===== src/rtl/digit_serial_addsub_pkg.sv =====
// Shared definitions for the digit-serial add/subtract unit.
package digit_serial_addsub_pkg;

   localparam logic MODE_ADD = 1'b0;
   localparam logic MODE_SUB = 1'b1;

   typedef enum logic [1:0] {
      ST_IDLE = 2'd0,
      ST_RUN  = 2'd1,
      ST_DONE = 2'd2
   } state_e;

endpackage


===== src/rtl/digit_serial_addsub_digit.sv =====
// Combinational DIGIT-bit add/subtract slice.
// Subtraction is a + ~b + ~bin; the outgoing borrow is the inverted carry.
module digit_serial_addsub_digit
   import digit_serial_addsub_pkg::*;
#(
   parameter int unsigned DIGIT = 4
) (
   input  logic [DIGIT-1:0] a,
   input  logic [DIGIT-1:0] b,
   input  logic             mode,
   input  logic             cbin,
   output logic [DIGIT-1:0] d,
   output logic             cbout
);

   logic [DIGIT:0]   sum;
   logic [DIGIT-1:0] b_eff;
   logic             cin;

   // One digit of the ripple chain, carry or borrow depending on mode.
   always_comb begin
      b_eff = (mode == MODE_SUB) ? ~b : b;
      cin   = (mode == MODE_SUB) ? ~cbin : cbin;
      sum   = {1'b0, a} + {1'b0, b_eff} + {{DIGIT{1'b0}}, cin};
      d     = sum[DIGIT-1:0];
      cbout = (mode == MODE_SUB) ? ~sum[DIGIT] : sum[DIGIT];
   end

endmodule


===== src/rtl/digit_serial_addsub.sv =====
// Multi-cycle add/subtract unit: DIGIT bits per clock, LS digit first,
// carry/borrow carried between digits in a chain register.
module digit_serial_addsub
   import digit_serial_addsub_pkg::*;
#(
   parameter int unsigned WIDTH = 16,
   parameter int unsigned DIGIT = 4
) (
   input  logic             clk,
   input  logic             rst,
   input  logic             in_valid,
   output logic             in_ready,
   input  logic [WIDTH-1:0] in0,
   input  logic [WIDTH-1:0] in1,
   input  logic             mode,
   input  logic             cbin,
   output logic             out_valid,
   input  logic             out_ready,
   output logic [WIDTH-1:0] res,
   output logic             cbout,
   output logic             ovf,
   output logic             zero
);

   localparam int unsigned NDIG = WIDTH / DIGIT;
   localparam int unsigned CW   = $clog2(NDIG + 1);
   localparam logic [CW-1:0] LAST = CW'(NDIG - 1);

   if (WIDTH % DIGIT != 0) begin : g_bad_digit
      $error("digit_serial_addsub: WIDTH must be a multiple of DIGIT");
   end

   state_e           state_q;
   logic [CW-1:0]    cnt_q;
   logic [WIDTH-1:0] a_q, b_q, res_q, res_d;
   logic             mode_q, chain_q, a_msb_q, b_msb_q;
   logic             in_ready_q, out_valid_q, cbout_q, ovf_q, zero_q;
   logic [DIGIT-1:0] dig;
   logic             dig_cb;
   logic             ovf_d, zero_d;

   digit_serial_addsub_digit #(.DIGIT(DIGIT)) u_digit (
      .a     (a_q[DIGIT-1:0]),
      .b     (b_q[DIGIT-1:0]),
      .mode  (mode_q),
      .cbin  (chain_q),
      .d     (dig),
      .cbout (dig_cb)
   );

   // Next result word and the flags it would produce if this is the last digit.
   always_comb begin
      res_d = res_q >> DIGIT;
      res_d[WIDTH-1 -: DIGIT] = dig;
      zero_d = (res_d == '0);
      if (mode_q == MODE_SUB)
         ovf_d = (a_msb_q != b_msb_q) && (res_d[WIDTH-1] != a_msb_q);
      else
         ovf_d = (a_msb_q == b_msb_q) && (res_d[WIDTH-1] != a_msb_q);
   end

   // Control FSM with registered handshake outputs and datapath registers.
   always_ff @(posedge clk or posedge rst) begin
      if (rst) begin
         state_q     <= ST_IDLE;
         in_ready_q  <= 1'b1;
         out_valid_q <= 1'b0;
         cnt_q       <= '0;
         a_q         <= '0;
         b_q         <= '0;
         res_q       <= '0;
         mode_q      <= MODE_ADD;
         chain_q     <= 1'b0;
         a_msb_q     <= 1'b0;
         b_msb_q     <= 1'b0;
         cbout_q     <= 1'b0;
         ovf_q       <= 1'b0;
         zero_q      <= 1'b0;
      end else begin
         case (state_q)
            ST_IDLE: begin
               if (in_valid && in_ready_q) begin
                  a_q        <= in0;
                  b_q        <= in1;
                  a_msb_q    <= in0[WIDTH-1];
                  b_msb_q    <= in1[WIDTH-1];
                  mode_q     <= mode;
                  chain_q    <= cbin;
                  cnt_q      <= '0;
                  in_ready_q <= 1'b0;
                  state_q    <= ST_RUN;
               end
            end
            ST_RUN: begin
               a_q     <= a_q >> DIGIT;
               b_q     <= b_q >> DIGIT;
               chain_q <= dig_cb;
               res_q   <= res_d;
               cnt_q   <= cnt_q + 1'b1;
               if (cnt_q == LAST) begin
                  cbout_q     <= dig_cb;
                  ovf_q       <= ovf_d;
                  zero_q      <= zero_d;
                  out_valid_q <= 1'b1;
                  state_q     <= ST_DONE;
               end
            end
            ST_DONE: begin
               if (out_ready) begin
                  out_valid_q <= 1'b0;
                  in_ready_q  <= 1'b1;
                  state_q     <= ST_IDLE;
               end
            end
            default: begin
               state_q     <= ST_IDLE;
               in_ready_q  <= 1'b1;
               out_valid_q <= 1'b0;
            end
         endcase
      end
   end

   assign in_ready  = in_ready_q;
   assign out_valid = out_valid_q;
   assign res       = res_q;
   assign cbout     = cbout_q;
   assign ovf       = ovf_q;
   assign zero      = zero_q;

endmodule


===== config.mk =====
export PLATFORM = sky130hd
export DESIGN_NAME = digit_serial_addsub
export DESIGN_NICKNAME = d
export VERILOG_FILES = /design/src/rtl/digit_serial_addsub_pkg.sv /design/src/rtl/digit_serial_addsub_digit.sv /design/src/rtl/digit_serial_addsub.sv
export SDC_FILE = /design/constraint.sdc
export NUM_CORES = 1
export LEC_CHECK = 0
export BUFFER_PORTS_ARGS = -buffer_cell sky130_fd_sc_hd__buf_2
export CELL_PAD_IN_SITES_DETAIL_PLACEMENT = 1
export CELL_PAD_IN_SITES_GLOBAL_PLACEMENT = 1
export CORE_ASPECT_RATIO = 2
export CORE_MARGIN = 4
export CORE_UTILIZATION = 45
export CTS_CLUSTER_DIAMETER = 150
export DETAILED_ROUTE_END_ITERATION = 12
export GPL_TIMING_DRIVEN = 0
export HOLD_SLACK_MARGIN = 0.1
export PLACE_DENSITY_LB_ADDON = 0.2
export SLEW_MARGIN = 20
export SYNTH_ARGS = -nofsm -noshare
export SYNTH_HDL_FRONTEND = slang
export SYNTH_SLANG_ARGS = --single-unit

===== constraint.sdc =====
create_clock -name clk -period 5.5 [get_ports clk]
set_input_delay 0.275 -clock clk [delete_from_list [all_inputs] [get_ports clk]]
set_output_delay 0.275 -clock clk [all_outputs]
set_load 0.005 [all_outputs]

==> results of run 1 <==
==> metal layers <==
layer | vias up | GRT usage, % | wire length, µm
met2 | 55 | 43.13 | 4606
li1 | 1105 | - | -
met3 | 13 | 6.580 | 309
met5 | - | 0 | 0
met4 | 0 | 12.05 | 298
met1 | 1162 | 20.94 | 2657
==> sequential cells by signal, summed over array words and instances (netlist names) <==
register   count
res           16
b_msb_q        1
a_msb_q        1
out_valid      1
cbout          1
chain_q        1
in_ready       1
zero           1
a_q           16
cnt_q          3
mode_q         1
state_q        2
ovf            1
b_q           16
==> layout by cell type (no fill, tap or decap), types with 2 or more instances in the layout <==
cell and n:
mux2_2 3, nand2_1 91, nor2_1 5, nor4_1 2, dfrtp_1 61, ha_1 6
o21ai_1 11, clkbuf_8 4, a22o_1 3, clkbuf_16 9, clkbuf_1 10, buf_4 3
xor2_1 7, mux2i_1 23, nor4b_1 2, o31ai_1 2, o21ai_0 27, inv_1 6
a21oi_1 2, buf_2 61, a21boi_0 2, fa_1 2
==> power by group <==
part	switching, mW	total [mW]	leakage (nW)	internal (mW)
logic	0.435	0.747	0.796	0.311
clock network	0.187	0.539	0.142	0.351
registers	0.141	0.789	0.821	0.648
==> how the worst min path moves through the flow <==
stage	endpoint	slack, ns	cells after the start
floorplan	in_ready	0.35	1
global placement	in_ready	0.44	2
detailed placement	out_valid	0.22	2
CTS	in_ready	0.11	2
global route	in_ready	0.13	2
finish	in_ready	0.11	2
==> through the flow <==
stage                     hold slack [ns]  worst slack [ns]  total power, mW  cells
after CTS                          0.1087             2.901            2.100    450
after global placement             0.4431             2.848            1.501    433
after global routing               0.1276             2.805            2.233    450
after detailed placement           0.2219             2.933            1.544    434
final                              0.1139             2.964            2.074    450
after floorplan                    0.3464             3.336            1.262    289
==> worst max-delay path: stages, from the launching register on <==
cell and delay [ns]:
dfrtp_1 0.32, buf_2 0.24, xor2_1 0.25, fa_1 0.25
inv_1 0.07, fa_1 0.53, nor4b_1 0.24, nand2_1 0.09
nor4b_1 0.31, a22o_1 0.17
==> kinds of logic (layout without fill, tap and decap cells) <==
group	count (synthesis)	in the layout	synth area share [%]
and+or+nand+nor	111	111	16.55
DFF	62	62	53.91
AOI/OAI and AO/OA	51	51	10.08
muxes	27	27	9.557
buffers and inverters	23	98	3.779
adders and majority gates	8	8	3.997
xor gates and xnor gates	7	7	2.129
==> area by class of cell <==
cell class / count / area [µm²]
buffer: 16 / 82.58
clock buffer: 15 / 287.8
fill: 738 / 2653
multi-input combinational: 204 / 1219
sequential: 62 / 1553
tap: 86 / 107.6
inverter: 7 / 28.78
timing repair buffer: 60 / 327.8
==> what timing repair did <==
| action | CTS | global route |
|---|---|---|
| buffers inserted | 0 | 0 |
| hold buffers | 1 | 0 |
| endpoints found under the hold margin | 13 | 0 |
| resized for setup | 0 | 0 |
==> results.txt, run 1 <==
layout cells sized above 1: 23.90%
Netlist cell types: 39
area post-placement: 0.003308 mm²
initial antenna violation count: 0
endpoints failing setup: 0
Worst-path clk slew: 0.05 ns
Die ar.: 0.007822 mm²
grt total ovfl: 0
Num CTS Buffers: 9
Buffers on Ports: 58
gr usage total: 22.73%
CTS sink cnt: 62
Synth top area share: 53.00%
Setup CP Type: reg -> reg
Least-Margin Pin Slew: 0.5740 ns
fmax: 394.3 MHz
Final Max Slew Viols: 0
Tmin final: 2.536 ns
drt drc: 0
Final Skew: 0.005796 ns
worst r2r src: mode_q
Final Cell Area: 0.003606 mm²
via count: 2335
worst min path class: in -> reg
part of the cycle the worst path needs: 46.11%
RSZ-0062 raised after global routing: false
synth warn: 0
crit path max fanout: 9
first-pass GRT wire length: 12.83 mm
CTS tree: yes
MaxCap Viol Count: 0
synthesis-stage register bit count: 62
fraction of registers with async set/reset: 100.0%
arrival time worst endpoint: 2.81 ns
status: finished clean
cell leakage power: 1.760 nW
Die X: 64.57 µm
DIE HEIGHT: 121.1 µm
mean post-synth cell area: 9.966 µm²
number of nets with antenna violations after routing: 0
biggest area consumer among synthesized cells: dfrtp_1
hold path startpoint: in_valid
final core utilization: 57.62%
Slew HR: 61.73%
R2R depth: 9
clk root buf: clkbuf_16
Synth area leaders: dfrtp_1, nand2_1, mux2i_1
Post-synth top cells: nand2_1, dfrtp_1, o21ai_0
DR pass1 iterations: 4
Avg WL per Cell: 17.49 µm
Cell Area, Synth: 0.002880 mm²
Post-Synthesis Cells: 289
Initial Utilization: 46.02%
CP Data Required Time: 5.77 ns
final WL: 7.872 mm
final setup TNS: 0 ns
number of synthesized flops with an enable pin: 0
Setup crit start kind: flip-flop
count leader, synth: nand2_1
gpl congestion: 0.8032
vias in the first global route: 2582
power per cell area: 575.1 mW/mm²
# nets final: 406
Core Area: 0.006259 mm²
sequential cell area fraction in the yosys report: 53.91%
VDD IR-drop max: 0.2478 mV
crit end category: flip-flop
Setup crit start: mode_q
RR Endpoint: zero
P&R area growth vs syn: 25.20%
r2r setup slk: 2.96 ns
Syn Nets: 335
Iter 0 DRT Violations: 72
Via-to-Cell Ratio: 5.189
DP HPWL: 5.828 mm
Post-synth top flop: dfrtp_1
largest net degree at the start of global routing: 49
Fin. Hold Viols: 0
row cnt: 41
worst skew pair latency: 0.33 ns
clock buffer depth: 2
H-tree levels: 3
Worst setup endpoint: zero
io pins: 59
Ant. Diodes: 0
(Power assumes the default switching activity.)
==> inputs of run 2 (changes only) <==
--- a/config.mk
+++ b/config.mk
@@ -5,12 +5,13 @@
 export SDC_FILE = /design/constraint.sdc
 export NUM_CORES = 1
 export LEC_CHECK = 0
+export ABC_AREA = 1
 export BUFFER_PORTS_ARGS = -buffer_cell sky130_fd_sc_hd__buf_2
 export CELL_PAD_IN_SITES_DETAIL_PLACEMENT = 1
 export CELL_PAD_IN_SITES_GLOBAL_PLACEMENT = 1
 export CORE_ASPECT_RATIO = 2
 export CORE_MARGIN = 4
-export CORE_UTILIZATION = 45
+export CORE_UTILIZATION = 41
 export CTS_CLUSTER_DIAMETER = 150
 export DETAILED_ROUTE_END_ITERATION = 12
 export GPL_TIMING_DRIVEN = 0
==> constraint.sdc (replaced) <==
create_clock -name clk -period 2.34 [get_ports clk]
set_input_delay 0.117 -clock clk [delete_from_list [all_inputs] [get_ports clk]]
set_output_delay 0.117 -clock clk [all_outputs]
set_load 0.005 [all_outputs]
==> run 2 against run 1 <==
  * Wire length up 13%
  * Area after synthesis rose by 6.6%
  * Cell count rose by 20%
  * Via count grew 15%
  * Sequential power grew 140%
  * Synthesized cell count increased by 18%
  * Hold slack got worse by 0.0022 ns
  * Combinational power grew to 4.3 times the previous value
  * Maximum frequency is 17% higher
  * Die area grew 15%
  * Clock power is 130% higher
  * First-iteration DRC count is 6.9% higher
==> results.txt, run 2 <==
Worst-path clk slew: 0.05 ns (about the same)
gpl congestion: 0.7581 (-5.6%)
first-pass GRT wire length: 14.81 mm (+15%)
Avg WL per Cell: 16.47 µm (-5.9%)
worst min path class: in -> reg
crit end category: flip-flop
power per cell area: 1561 mW/mm² (+170%)
combinational share of power: 50.6% (+15 points)
largest net degree at the start of global routing: 40 (-18%)
Slew HR: 72.22% (+10 points)
fillers: 886 (+20%)
Post-Synthesis Cells: 341 (+18%)
worst skew pair latency: 0.34 ns (about the same)
RSZ-0062 raised after global routing: false
Switching Share: 42.46% (+5.6 points)
clk root buf: clkbuf_16
cell leakage power: 1.996 nW (+13%)
fmax: 459.5 MHz (+17%)
Syn Nets: 387 (+16%)
multi-input logic area: 0.001250 mm² (+2.6%)
Tmin final: 2.176 ns (-0.3597 ns)
total power: 6.388 mW (+210%)
arrival time worst endpoint: 2.40 ns (-0.41 ns)
CTS sink cnt: 62 (unchanged)
hold-critical path depth: 5 (+3)
final WL: 8.893 mm (+13%)
Synth Area in Simple Gates: 29.26% (+13 points)
register area: 0.001553 mm² (unchanged)
crit path max fanout: 8 (-1)
Post-synth top cells: dfrtp_1, nand2_1, nor2_1
Die X: 69.19 µm (+7.2%)
DP HPWL: 6.308 mm (+8.2%)
Final Skew: 0.006877 ns (+0.001080 ns)
sequential share of power: 30.1% (-7.9 points)
Via-to-Cell Ratio: 4.957 (-4.5%)
most frequent cells in the layout: buf_2, dfrtp_1, nand2_1
P_int: 3.676 mW (+180%)
Num CTS Buffers: 9 (unchanged)
Netlist cell types: 27 (-31%)
synth warn: 0 (unchanged)
synthesis-stage register bit count: 62 (unchanged)
Setup CP Type: reg -> reg
clock buffer depth: 2 (unchanged)
Ant. Diodes: 0 (unchanged)
vias in the first global route: 2953 (+14%)
adder-cell share of the synthesized area: 3.749% (-0.25 points)
mean post-synth cell area: 9.004 µm² (-9.7%)
initial antenna violation count: 0 (unchanged)
fraction of registers with async set/reset: 100.0% (unchanged)
Fin. Hold Viols: 0 (unchanged)
Setup crit start kind: flip-flop
largest family of logic cells by synthesized area: simple AND/OR/NAND/NOR gates
CTS tree: yes
Iter 0 DRT Violations: 77 (+6.9%)
row cnt: 44 (+7.3%)
biggest area consumer among synthesized cells: dfrtp_1
grt total ovfl: 0 (unchanged)
sequential cell area fraction in the yosys report: 50.57% (-3.3 points)
Initial Utilization: 42.25% (-3.8 points)
post-synthesis compound-gate area fraction: 5.990% (-4.1 points)
P&R area growth vs syn: 33.25%
VDD IR-drop max: 0.7030 mV (+180%)
Post-synth top flop: dfrtp_1
number of nets with antenna violations after routing: 0 (unchanged)
drt drc: 0 (unchanged)
postcts setup bufs: 0 (unchanged)
io pins: 59 (unchanged)
layout cells sized above 1: 26.56% (+2.7 points)
Core Area: 0.007267 mm² (+16%)
Cell Area, Synth: 0.003070 mm² (+6.6%)
status: finished clean
R2R depth: 10 (+1)
XOR/XNOR Fraction of Synth Area: 1.711% (-0.42 points)
Least-Margin Pin Slew: 0.4167 ns (-0.1573 ns)
Clk network pwr share: 19.3% (-6.7 points)
mux share of post-synthesis cell area: 0% (-9.6 points)
MaxCap Viol Count: 0 (unchanged)
H-tree levels: 3 (unchanged)
hold path startpoint: in0[9]
Buffers on Ports: 58 (unchanged)
via count: 2677 (+15%)
CP Data Required Time: 2.57 ns (-3.20 ns)
part of the cycle the worst path needs: 93.01% (+47 points)
Die ar.: 0.009021 mm² (+15%)
# nets final: 489 (+20%)
Final Max Slew Viols: 0 (unchanged)
worst r2r src: mode_q
RR Endpoint: cbout
number of synthesized flops with an enable pin: 0 (unchanged)
Synth top area share: 49.71% (-3.3 points)
hold slack: 0.1117 ns (-0.002170 ns)
commonest non-fill, non-tap cell in the layout: buf_2
DIE HEIGHT: 130.4 µm (+7.6%)
Synth area leaders: dfrtp_1, nand2_1, nor3_2
r2r setup slk: 0.16 ns (-2.80 ns)
gr usage total: 21.58% (-1.1 points)
Hold EP: a_q[9]
Psw: 2.712 mW (+260%)
count leader, synth: dfrtp_1
endpoints failing setup: 0 (unchanged)
DR pass1 iterations: 4 (unchanged)
run 2: cell count changes after synthesis, moves of 4 or more:
cell | before | now
o21ai_1 | 11 | 4
nor3_1 | 0 | 22
nand3_1 | 1 | 22
buf_6 | 1 | 8
nand2_1 | 91 | 60
clkbuf_1 | 8 | 1
o21ai_0 | 27 | 23
nor2_1 | 5 | 48
buf_2 | 3 | 8
mux2i_1 | 23 | 0
nor3_2 | 0 | 21
inv_1 | 7 | 29
run 2: logic make-up after synthesis:
kind of cell / count (synthesis)
fa+ha+maj: 8
compound gates: 35
flops: 62
xor+xnor: 6
buf+inv: 51
simple gates: 179
run 2: worst max path at each step:
stage	from	endpoint	slack, ns	depth (start not counted)
after floorplan	mode_q	zero	0.44	9
after global placement	rst	a_q[6]	-0.17	2
after detailed placement	mode_q	cbout	0.19	10
after CTS	mode_q	cbout	0.17	10
after global routing	mode_q	chain_q	0.07	11
final	mode_q	cbout	0.16	10
run 2: worst max-delay path, stage by stage (launching register included):
cell and delay, ns:
dfrtp_1 0.35, buf_2 0.19, xor2_1 0.23, fa_1 0.26
inv_1 0.07, fa_1 0.41, inv_1 0.08, nand3_1 0.11
nand3_1 0.14, nand3_1 0.12, o21a_1 0.12
run 2: through the flow:
stage               TNS, ns  util (%)  cell area, µm²  worst slack, ns  cells
floorplan                 0         -            3070           0.4389    341
global placement     -10.35     47.83            3476          -0.1746    491
detailed placement        0     48.14            3498           0.1940    492
CTS                       0     56.30            4091           0.1655    540
global route              0     56.30            4091          0.07331    540
finish                    0     56.30            4091           0.1635    540
run 2: cell type report:
type	instances	share of cell area, %
flip-flops and latches	62	37.95
multi-input cells	228	30.55
repair buffers	91	15.41
clock buffers	15	6.544
plain buffers	18	3.456
inverters	33	3.150
well taps	92	2.813
clock inverters	1	0.1223
run 2: metal layers:
layer  GRT usage (%)  vias up  wire [µm]
met2           43.58       53       5320
li1                -     1300          -
met1           20.43     1308       3039
met5               0        -          0
met4           8.285        0        218
met3           5.283       16        315
run 2: timing repair:
action,4_1_cts,5_1_grt
endpoints found under the hold margin,94,0
gates resized for setup,0,0
hold buffers,32,0
run 2: power groups by stage:
stage               clock (mW)  combinational, mW  sequential (mW)
finish                    1.23               3.23             1.92
global route              1.30               3.64             1.99
CTS                       1.25               3.28             1.93
detailed placement           0               3.20             1.94
global placement             0               3.09             1.91
floorplan                    0               2.30             1.87
